==> config.mk <==
export PLATFORM = sky130hd
export DESIGN_NAME = dcache_nway_controller
export DESIGN_NICKNAME = d
export VERILOG_FILES = /design/src/rtl/dcache_nway_controller.sv
export SDC_FILE = /design/constraint.sdc
export NUM_CORES = 1
export LEC_CHECK = 0
export BUFFER_PORTS_ARGS = -buffer_cell sky130_fd_sc_hd__buf_4
export CAP_MARGIN = 20
export CORE_ASPECT_RATIO = 0.5
export CORE_MARGIN = 2
export CORE_UTILIZATION = 35
export CTS_CLUSTER_DIAMETER = 60
export DETAILED_ROUTE_END_ITERATION = 8
export SKIP_LAST_GASP = 1
export SYNTH_ARGS = -nofsm -noshare
export SYNTH_HDL_FRONTEND = slang
export SYNTH_SLANG_ARGS = --single-unit
export TNS_END_PERCENT = 30
==> constraint.sdc <==
create_clock -name clk -period 2.2 [get_ports clk]
set_clock_uncertainty 0.05 [all_clocks]
set_input_delay 0.11 -clock clk [delete_from_list [all_inputs] [get_ports clk]]
set_output_delay 0.11 -clock clk [all_outputs]
set_load 0.02 [all_outputs]
==> src/rtl/dcache_nway_controller.sv <==
// Miss/write-back/refill sequencer for an N-way set-associative data cache,
// plus a whole-cache flush walk that writes back (and optionally invalidates) every line.
module dcache_nway_controller #(
  parameter int WAYS           = 2,
  parameter int SETS           = 16,
  parameter int WORDS_PER_LINE = 4,
  localparam int WW = $clog2(WORDS_PER_LINE),
  localparam int AW = $clog2(WAYS),
  localparam int SW = $clog2(SETS)
) (
  input  logic            clk,
  input  logic            reset,
  input  logic            pipe_req_valid,
  input  logic            hit,
  input  logic            miss,
  input  logic [WAYS-1:0] way_valid,
  input  logic [WAYS-1:0] way_dirty,
  input  logic            flush_all_req,
  input  logic            flush_invalidate,
  input  logic            l2_req_fulfilled,
  output logic            pipe_req_fulfilled,
  output logic            l2_req_valid,
  output logic            l2_req_type,
  output logic [WW-1:0]   word_offset,
  output logic [AW-1:0]   victim_way,
  output logic            walk_mode,
  output logic [SW-1:0]   walk_set_index,
  output logic            clear_dirty,
  output logic            clear_valid,
  output logic            finish_new_line_install,
  output logic            flush_all_done,
  output logic [2:0]      dbg_state
);

  // l2_req_type encoding: LOAD = 0, STORE = 1.
  localparam logic LOAD  = 1'b0;
  localparam logic STORE = 1'b1;

  typedef enum logic [2:0] {
    ST_IDLE       = 3'd0,
    ST_WRITEBACK  = 3'd1,
    ST_REFILL     = 3'd2,
    ST_WALK_CHECK = 3'd3,
    ST_WALK_WB    = 3'd4
  } state_e;

  state_e        r_state;
  logic [AW-1:0] r_rr;
  logic [WW-1:0] r_word_offset;
  logic [AW-1:0] r_victim_way;
  logic [SW-1:0] r_walk_set;
  logic          r_invalidate;
  logic          r_flush_blk;

  logic          w_found;
  logic [AW-1:0] w_free_way;
  logic [AW-1:0] w_victim;
  logic          w_victim_dirty;
  logic          w_line_dirty;
  logic          w_last_beat;
  logic          w_last_line;
  logic          w_flush_start;
  logic          w_advance;
  logic [AW-1:0] w_adv_way;
  logic [SW-1:0] w_adv_set;

  logic w_fulfilled, w_l2_valid, w_l2_type, w_walk_mode;
  logic w_clear_dirty, w_clear_valid, w_install, w_done;

  // Lowest-index invalid way wins; the descending scan leaves the smallest index last.
  always_comb begin
    w_found    = 1'b0;
    w_free_way = '0;
    for (int i = WAYS - 1; i >= 0; i--) begin
      if (!way_valid[i]) begin
        w_found    = 1'b1;
        w_free_way = AW'(i);
      end
    end
  end

  assign w_victim       = w_found ? w_free_way : r_rr;
  assign w_victim_dirty = way_valid[w_victim] & way_dirty[w_victim];
  assign w_line_dirty   = way_valid[r_victim_way] & way_dirty[r_victim_way];
  assign w_last_beat    = l2_req_fulfilled && (r_word_offset == WW'(WORDS_PER_LINE - 1));
  assign w_last_line    = (r_walk_set == SW'(SETS - 1)) && (r_victim_way == AW'(WAYS - 1));
  // A finished walk must not restart until the requester drops flush_all_req.
  assign w_flush_start  = flush_all_req && !r_flush_blk;
  assign w_advance      = ((r_state == ST_WALK_CHECK) && !w_line_dirty) ||
                          ((r_state == ST_WALK_WB) && w_last_beat);
  assign w_adv_way      = r_victim_way + AW'(1);
  assign w_adv_set      = (r_victim_way == AW'(WAYS - 1)) ? r_walk_set + SW'(1) : r_walk_set;

  always_comb begin
    w_fulfilled   = 1'b0;
    w_l2_valid    = 1'b0;
    w_l2_type     = LOAD;
    w_walk_mode   = 1'b0;
    w_clear_dirty = 1'b0;
    w_clear_valid = 1'b0;
    w_install     = 1'b0;
    w_done        = 1'b0;
    case (r_state)
      ST_IDLE: begin
        w_fulfilled = !w_flush_start && pipe_req_valid && hit;
      end
      ST_WRITEBACK: begin
        w_l2_valid    = 1'b1;
        w_l2_type     = STORE;
        w_clear_dirty = w_last_beat;
        w_clear_valid = w_last_beat;
      end
      ST_REFILL: begin
        w_l2_valid    = 1'b1;
        w_clear_dirty = w_last_beat;
        w_install     = w_last_beat;
      end
      ST_WALK_CHECK: begin
        w_walk_mode   = 1'b1;
        w_clear_valid = !w_line_dirty && r_invalidate;
        w_done        = !w_line_dirty && w_last_line;
      end
      ST_WALK_WB: begin
        w_walk_mode   = 1'b1;
        w_l2_valid    = 1'b1;
        w_l2_type     = STORE;
        w_clear_dirty = w_last_beat;
        w_clear_valid = w_last_beat && r_invalidate;
        w_done        = w_last_beat && w_last_line;
      end
      default: begin
        w_fulfilled   = 1'bx;
        w_l2_valid    = 1'bx;
        w_l2_type     = 1'bx;
        w_walk_mode   = 1'bx;
        w_clear_dirty = 1'bx;
        w_clear_valid = 1'bx;
        w_install     = 1'bx;
        w_done        = 1'bx;
      end
    endcase
    if (reset) begin
      w_fulfilled   = 1'b0;
      w_l2_valid    = 1'b0;
      w_l2_type     = LOAD;
      w_walk_mode   = 1'b0;
      w_clear_dirty = 1'b0;
      w_clear_valid = 1'b0;
      w_install     = 1'b0;
      w_done        = 1'b0;
    end
  end

  always_ff @(posedge clk) begin
    if (reset) begin
      r_state       <= ST_IDLE;
      r_rr          <= '0;
      r_word_offset <= '0;
      r_victim_way  <= '0;
      r_walk_set    <= '0;
      r_invalidate  <= 1'b0;
      r_flush_blk   <= 1'b0;
    end else begin
      if (!flush_all_req) r_flush_blk <= 1'b0;
      case (r_state)
        ST_IDLE: begin
          if (w_flush_start) begin
            r_invalidate <= flush_invalidate;
            r_walk_set   <= '0;
            r_victim_way <= '0;
            r_state      <= ST_WALK_CHECK;
          end else if (pipe_req_valid && miss) begin
            r_victim_way  <= w_victim;
            r_word_offset <= '0;
            if (!w_found) r_rr <= r_rr + AW'(1);
            r_state <= w_victim_dirty ? ST_WRITEBACK : ST_REFILL;
          end
        end
        ST_WRITEBACK: begin
          if (l2_req_fulfilled) r_word_offset <= r_word_offset + WW'(1);
          if (w_last_beat) r_state <= ST_REFILL;
        end
        ST_REFILL: begin
          if (l2_req_fulfilled) r_word_offset <= r_word_offset + WW'(1);
          if (w_last_beat) r_state <= ST_IDLE;
        end
        ST_WALK_CHECK: begin
          if (w_line_dirty) begin
            r_word_offset <= '0;
            r_state       <= ST_WALK_WB;
          end
        end
        ST_WALK_WB: begin
          if (l2_req_fulfilled) r_word_offset <= r_word_offset + WW'(1);
        end
        default: r_state <= ST_IDLE;
      endcase
      // Step to the next (set, way) of the walk; the final line ends it.
      if (w_advance) begin
        r_victim_way <= w_adv_way;
        r_walk_set   <= w_adv_set;
        if (w_last_line) begin
          r_state     <= ST_IDLE;
          r_flush_blk <= 1'b1;
        end else begin
          r_state <= ST_WALK_CHECK;
        end
      end
    end
  end

  assign pipe_req_fulfilled      = w_fulfilled;
  assign l2_req_valid            = w_l2_valid;
  assign l2_req_type             = w_l2_type;
  assign walk_mode               = w_walk_mode;
  assign clear_dirty             = w_clear_dirty;
  assign clear_valid             = w_clear_valid;
  assign finish_new_line_install = w_install;
  assign flush_all_done          = w_done;
  assign word_offset             = reset ? '0 : r_word_offset;
  assign victim_way              = reset ? '0 : r_victim_way;
  assign walk_set_index          = reset ? '0 : r_walk_set;
  assign dbg_state               = r_state;

endmodule

### Word-level counts from Yosys, hierarchy flattened

Index checks and enable logic that the tools add are counted.

* output and inout port bits: 18
* logic and storage cells: 125
* input port bits: 12
* register bits after elaboration: 13

* eq/ne operators: 16
* bitwise gates (word level): 4
* mux-type cells: 56
* add/subtract/negate cells: 4
* order comparisons: 2
* reduce and logical (&&, ||, !) cells: 36

Operator list (number)
* $mux W1: 28
* $mux W4: 5
* $mux W3: 6
* $pmux W3 S5: 1
* $mux W2: 7
* $logic_and A1 B1 Y1: 12
* $pmux W1 S2: 6
* $ne A2 B2 Y1 const B: 5
* $reduce_and A5 Y1: 2
* $ne A3 B3 Y1 const B: 3
* $reduce_or A3 Y1: 3
* $reduce_or A2 Y1: 4
* $reduce_or A4 Y1: 2
* $eq A3 B2 Y1 const B: 2
* $pmux W2 S3: 1
* $reduce_bool A3 Y1: 2
* $add A4 B1 Y4 const B: 1
* $eq A4 B4 Y1 const B: 1
* $lt A1 B2 Y1 const B: 2
* $ne A4 B4 Y1 const B: 1
* $pmux W1 S4: 1
* $reduce_and A2 Y1: 2
* $reduce_and A4 Y1: 1
* $reduce_bool A2 Y1: 2
* 13 further kinds: 18

### Longest topological paths before layout

* depth in word-level cells: 11
* depth in mapped cells: 7
* gate-level depth less buffers: 6

### Worst setup path before layout

Ideal clock, no wire load.

* path type: reg-to-output
* start point: reg r_state[2] (netlist: dbg_state[2])
* end point: out clear_dirty
* path buffers: 0
* required time: 2.040 ns
* setup slack: 0.222 ns
* arrival time: 1.818 ns
* stages on the path, launching flop included: 4
* path through: dfxtp_1 > or3b_1 > a21oi_1 > nor2b_1

* longest elaborated chain between the ends: 4
* elaborated cells on any way between the ends: 9
* those cells by class: 4 x eq/ne; 2 x mux; 3 x reduce/logical

Ends and longest elaborated chain
* from (decl): line 47 `state_e r_state;`
* from (signal assigned): line 176 `r_state <= w_victim_dirty ? ST_WRITEBACK : ST_REFILL;`
* $eq A3 B3 Y1, or another cell as far along: line 103 `case (r_state)`
* $reduce_or A3 Y1 (no source line) / $reduce_or A2 Y1 (equally long branches)
* $pmux W1 S2 (*): line 103
* $mux W1 (*): line 142 `if (reset) begin`
* to (decl): line 28 `output logic clear_dirty,`

Mark *: on every way between the ends. The rest lies on a longest branch, timed or not.

### Final worst setup path

* start point: reg r_state[0] (netlist: dbg_state[0])
* end point: out clear_valid

* longest elaborated chain between the ends: 4
* elaborated cells on any way between the ends: 8
* those cells by class: 4 x eq/ne; 2 x mux; 2 x reduce/logical

Ends and longest elaborated chain
* $eq A3 B2 Y1 / $logic_not A3 Y1 (equally long branches): line 103
* $reduce_or A2 Y1 (no source line)
* $pmux W1 S4 (*): line 103
* $mux W1 (*): line 142
* to (decl): line 29 `output logic clear_valid,`

Marked as above.

==> flow_metrics.py <==
metrics = {
    "placed_design": {
        "hpwl_um": 1850,
        "portBuffers": 29,
        "place.gp.congestion": 0.859,
        "place_area_um2": 1210,
    },
    "timing": {
        "rsz0062_at_grt": "false",
        "max_freq_ghz": 0.483,
        "period_share_pct": 94.2,
        "setup_viol": 0,
        "max-slew-margin-rel_pct": 67.4,
        "worst_pin_slew_ns": 0.484,
        "setup_tns_ns": 0,
        "min_period_ns": 2.07,
        "finalHoldViolCount": 0,
        "slew_violations": 0,
    },
    "setup_path": {
        "required_ns": 2.04,
        "critPathMaxStageDelay_ns": 0.45,
        "crit_path_start_kind": "flop",
        "worst-path-buf-inv": 1,
        "path_class": "flop to output pin",
        "critPathLaunch": "dbg_state[0]",
        "cp_top_family": "simple AND/OR/NAND/NOR gates",
        "rrSetupSlack_ns": 0.34,
        "cp.arrival_ns": 1.91,
        "cp_common_cell": "nor2_1",
        "cp_max_fo": 11,
        "r2r_cells": 5,
        "r2r_end": "r_victim_way",
        "slowest_stage": "or3b_1",
        "cp_cell_sequence": "or3b_1 > nor2_1 > or2_1 > a21oi_1 > nor2_1 > buf_4",
        "worstSetupEndpointType": "output pin",
        "r2r_start": "dbg_state[0]",
        "crit_cells": 6,
    },
    "die": {
        "initial_utilization_pct": 36.7,
        "fp-row-count": 13,
        "fp.dieW_um": 77.9,
        "core_area_um2": 2600,
        "die_y_um": 41.0,
        "boundaryPins": 30,
        "fp.dieArea_um2": 3190,
    },
    "clocking": {
        "post_cts_resized": 0,
        "cts_buffers": 3,
        "cts-root-buf": "clkbuf_8",
        "cts_sinks": 13,
        "hold_buffers": 0,
        "clkTransAtPathRegs_ns": 0.06,
        "htreeDepth": 1,
        "cts_buffer_depth": 2,
        "post_cts_buffers": 0,
        "cts_tree": "yes",
        "clock_latency_ns": 0.25,
    },
    "synthesis": {
        "ys_ff_latch": 13,
        "synthArstFlopShare_pct": 0,
        "synthDistinctLibCells": 37,
        "synth.avg_cell_area_um2": 7.77,
        "synth_edf_count": 0,
        "syn_area_um2": 956,
        "synthFlopType": "dfxtp_1",
        "synth_fp_nets": 137,
        "synth_cells": 123,
        "synth_warnings": 0,
        "seq_area_frac_synth_pct": 27.2,
    },
    "global_routing": {
        "grt_pass1_vias": 801,
        "grt_pass1_wl_um": 3710,
        "gr-usage-all-layers_pct": 16.1,
        "antenna_found_initial": 0,
        "grt_max_degree": 26,
        "globalRoute.totalOverflow": 0,
    },
    "detailed_routing": {
        "wire_per_inst_um": 12.7,
        "vias": 973,
        "wl_um": 2400,
        "firstDrtPassIters": 4,
        "ant_nets": 0,
        "first_iter_violations": 88,
        "via_per_inst": 5.15,
        "remaining_drc_errors": 0,
    },
    "pwr": {
        "power.internal_uw": 636,
        "ir_drop_v": 0.000335,
        "p_clk_share_pct": 20.3,
        "power.switching_uw": 442,
        "power_uw": 1080,
        "seqPwrFrac_pct": 30.5,
        "p_leak_uw": 0.000517,
        "swShare_pct": 41.0,
        "power.share.combinational_pct": 49.2,
        "pwr_density_cell_nw_per_um2": 858,
    },
    "min_path": {
        "holdPathStages": 3,
        "hp-class": "input port to flop",
        "hp-start": "flush_invalidate",
        "hold_end": "r_invalidate",
    },
    "flow_run": {
        "drv_cap": 0,
    },
    "finish": {
        "nFillCells": 268,
        "post-route-cell-area_um2": 1260,
        "drive_above_1_share_pct": 27.0,
        "nNetsFinal": 167,
        "fin_util_pct": 48.3,
        "diodes": 0,
        "syn2layout_area_growth_pct": 31.5,
    },
    "status": {
        "outcome": "completed",
    },
}
flip-flops by register name (all words and copies together), names as in the netlist:
register       count
r_rr               1
r_walk_set         4
r_word_offset      2
r_victim_way       1
r_invalidate       1
dbg_state          3
r_flush_blk        1
logic make-up after synthesis:
| logic type | Yosys count | share of synthesized area, % |
|---|---|---|
| mux | 5 | 5.76 |
| buf+inv | 9 | 4.84 |
| simple gates | 56 | 32.3 |
| xor+xnor | 6 | 5.50 |
| flops | 13 | 27.2 |
| compound gates | 32 | 21.7 |
| fa+ha+maj | 2 | 2.62 |
worst min-delay path: stages:
cell	delay [ns]
buf_4	0.11
nand2_1	0.05
a21oi_1	0.05
layout make-up:
| type | instances | area [µm²] | share of cell area [%] |
|---|---|---|---|
| timing repair buffer | 34 | 255 | 20.3 |
| clock buffer | 3 | 41.3 | 3.28 |
| tap | 37 | 46.3 | 3.68 |
| sequential | 13 | 260 | 20.7 |
| multi-input combinational | 101 | 649 | 51.6 |
| clock inverter | 1 | 5.00 | 0.398 |
routing by layer:
metal  vias up  wire, µm  GRT usage (%)
met5         -         0              0
met4         0        27           6.58
met3         2       147           4.85
met2        26       978           24.1
met1       437      1250           22.0
li1        508         -              -
per-stage QoR:
stage	hold slack (ns)	setup slack, ns	instances
5_1_grt	0.0780	0.00784	189
2_1_floorplan	0.196	0.222	123
6_report	0.0695	0.129	189
3_3_place_gp	0.312	0.427	185
3_5_place_dp	0.325	0.377	185
4_1_cts	0.0607	0.136	189
synthesized netlist by cell type (3+ instances only):
master	instances	area share, %
nand2_1	9	3.5
nor3_1	8	4.2
nand2b_1	3	2.0
nor2_1	9	3.5
nand3_1	8	4.2
nor2b_1	9	5.9
buf_2	4	2.1
dfxtp_1	13	27
mux2i_1	4	4.2
xnor2_1	4	3.7
o21ai_0	8	4.2
a21oi_1	11	5.8
clkbuf_1	4	1.6
how the worst max path moves through the flow:
| stage | endpoint | slack [ns] |
|---|---|---|
| finish | clear_valid | 0.13 |
| global route | clear_valid | 0.008 |
| CTS | clear_valid | 0.14 |
| detailed placement | r_victim_way | 0.38 |
| global placement | r_walk_set[2] | 0.43 |
| floorplan | clear_dirty | 0.22 |
power by group through the flow:
stage / Clock, µW / Combinational (µW) / Sequential [µW]
2_1_floorplan: 0 / 391 / 322
3_3_place_gp: 0 / 531 / 334
3_5_place_dp: 0 / 529 / 334
4_1_cts: 228 / 530 / 328
5_1_grt: 240 / 584 / 338
6_report: 219 / 530 / 329
cell usage in the layout (no fill, tap or decap), drive strengths merged, types with 2 or more instances in the layout:
cell type and count:
nor3 8, buf 34, nand2b 3, a32oi 2
o31ai 2, nor2b 9, xor2 2, mux2i 4
clkbuf 3, o211a 2, nor4 2, a21oi 12
nand2 9, xnor2 4, o21ai 8, dfxtp 13
nand3 8, ha 2, nor2 9
Note: power is estimated with default switching activity, not from simulation.
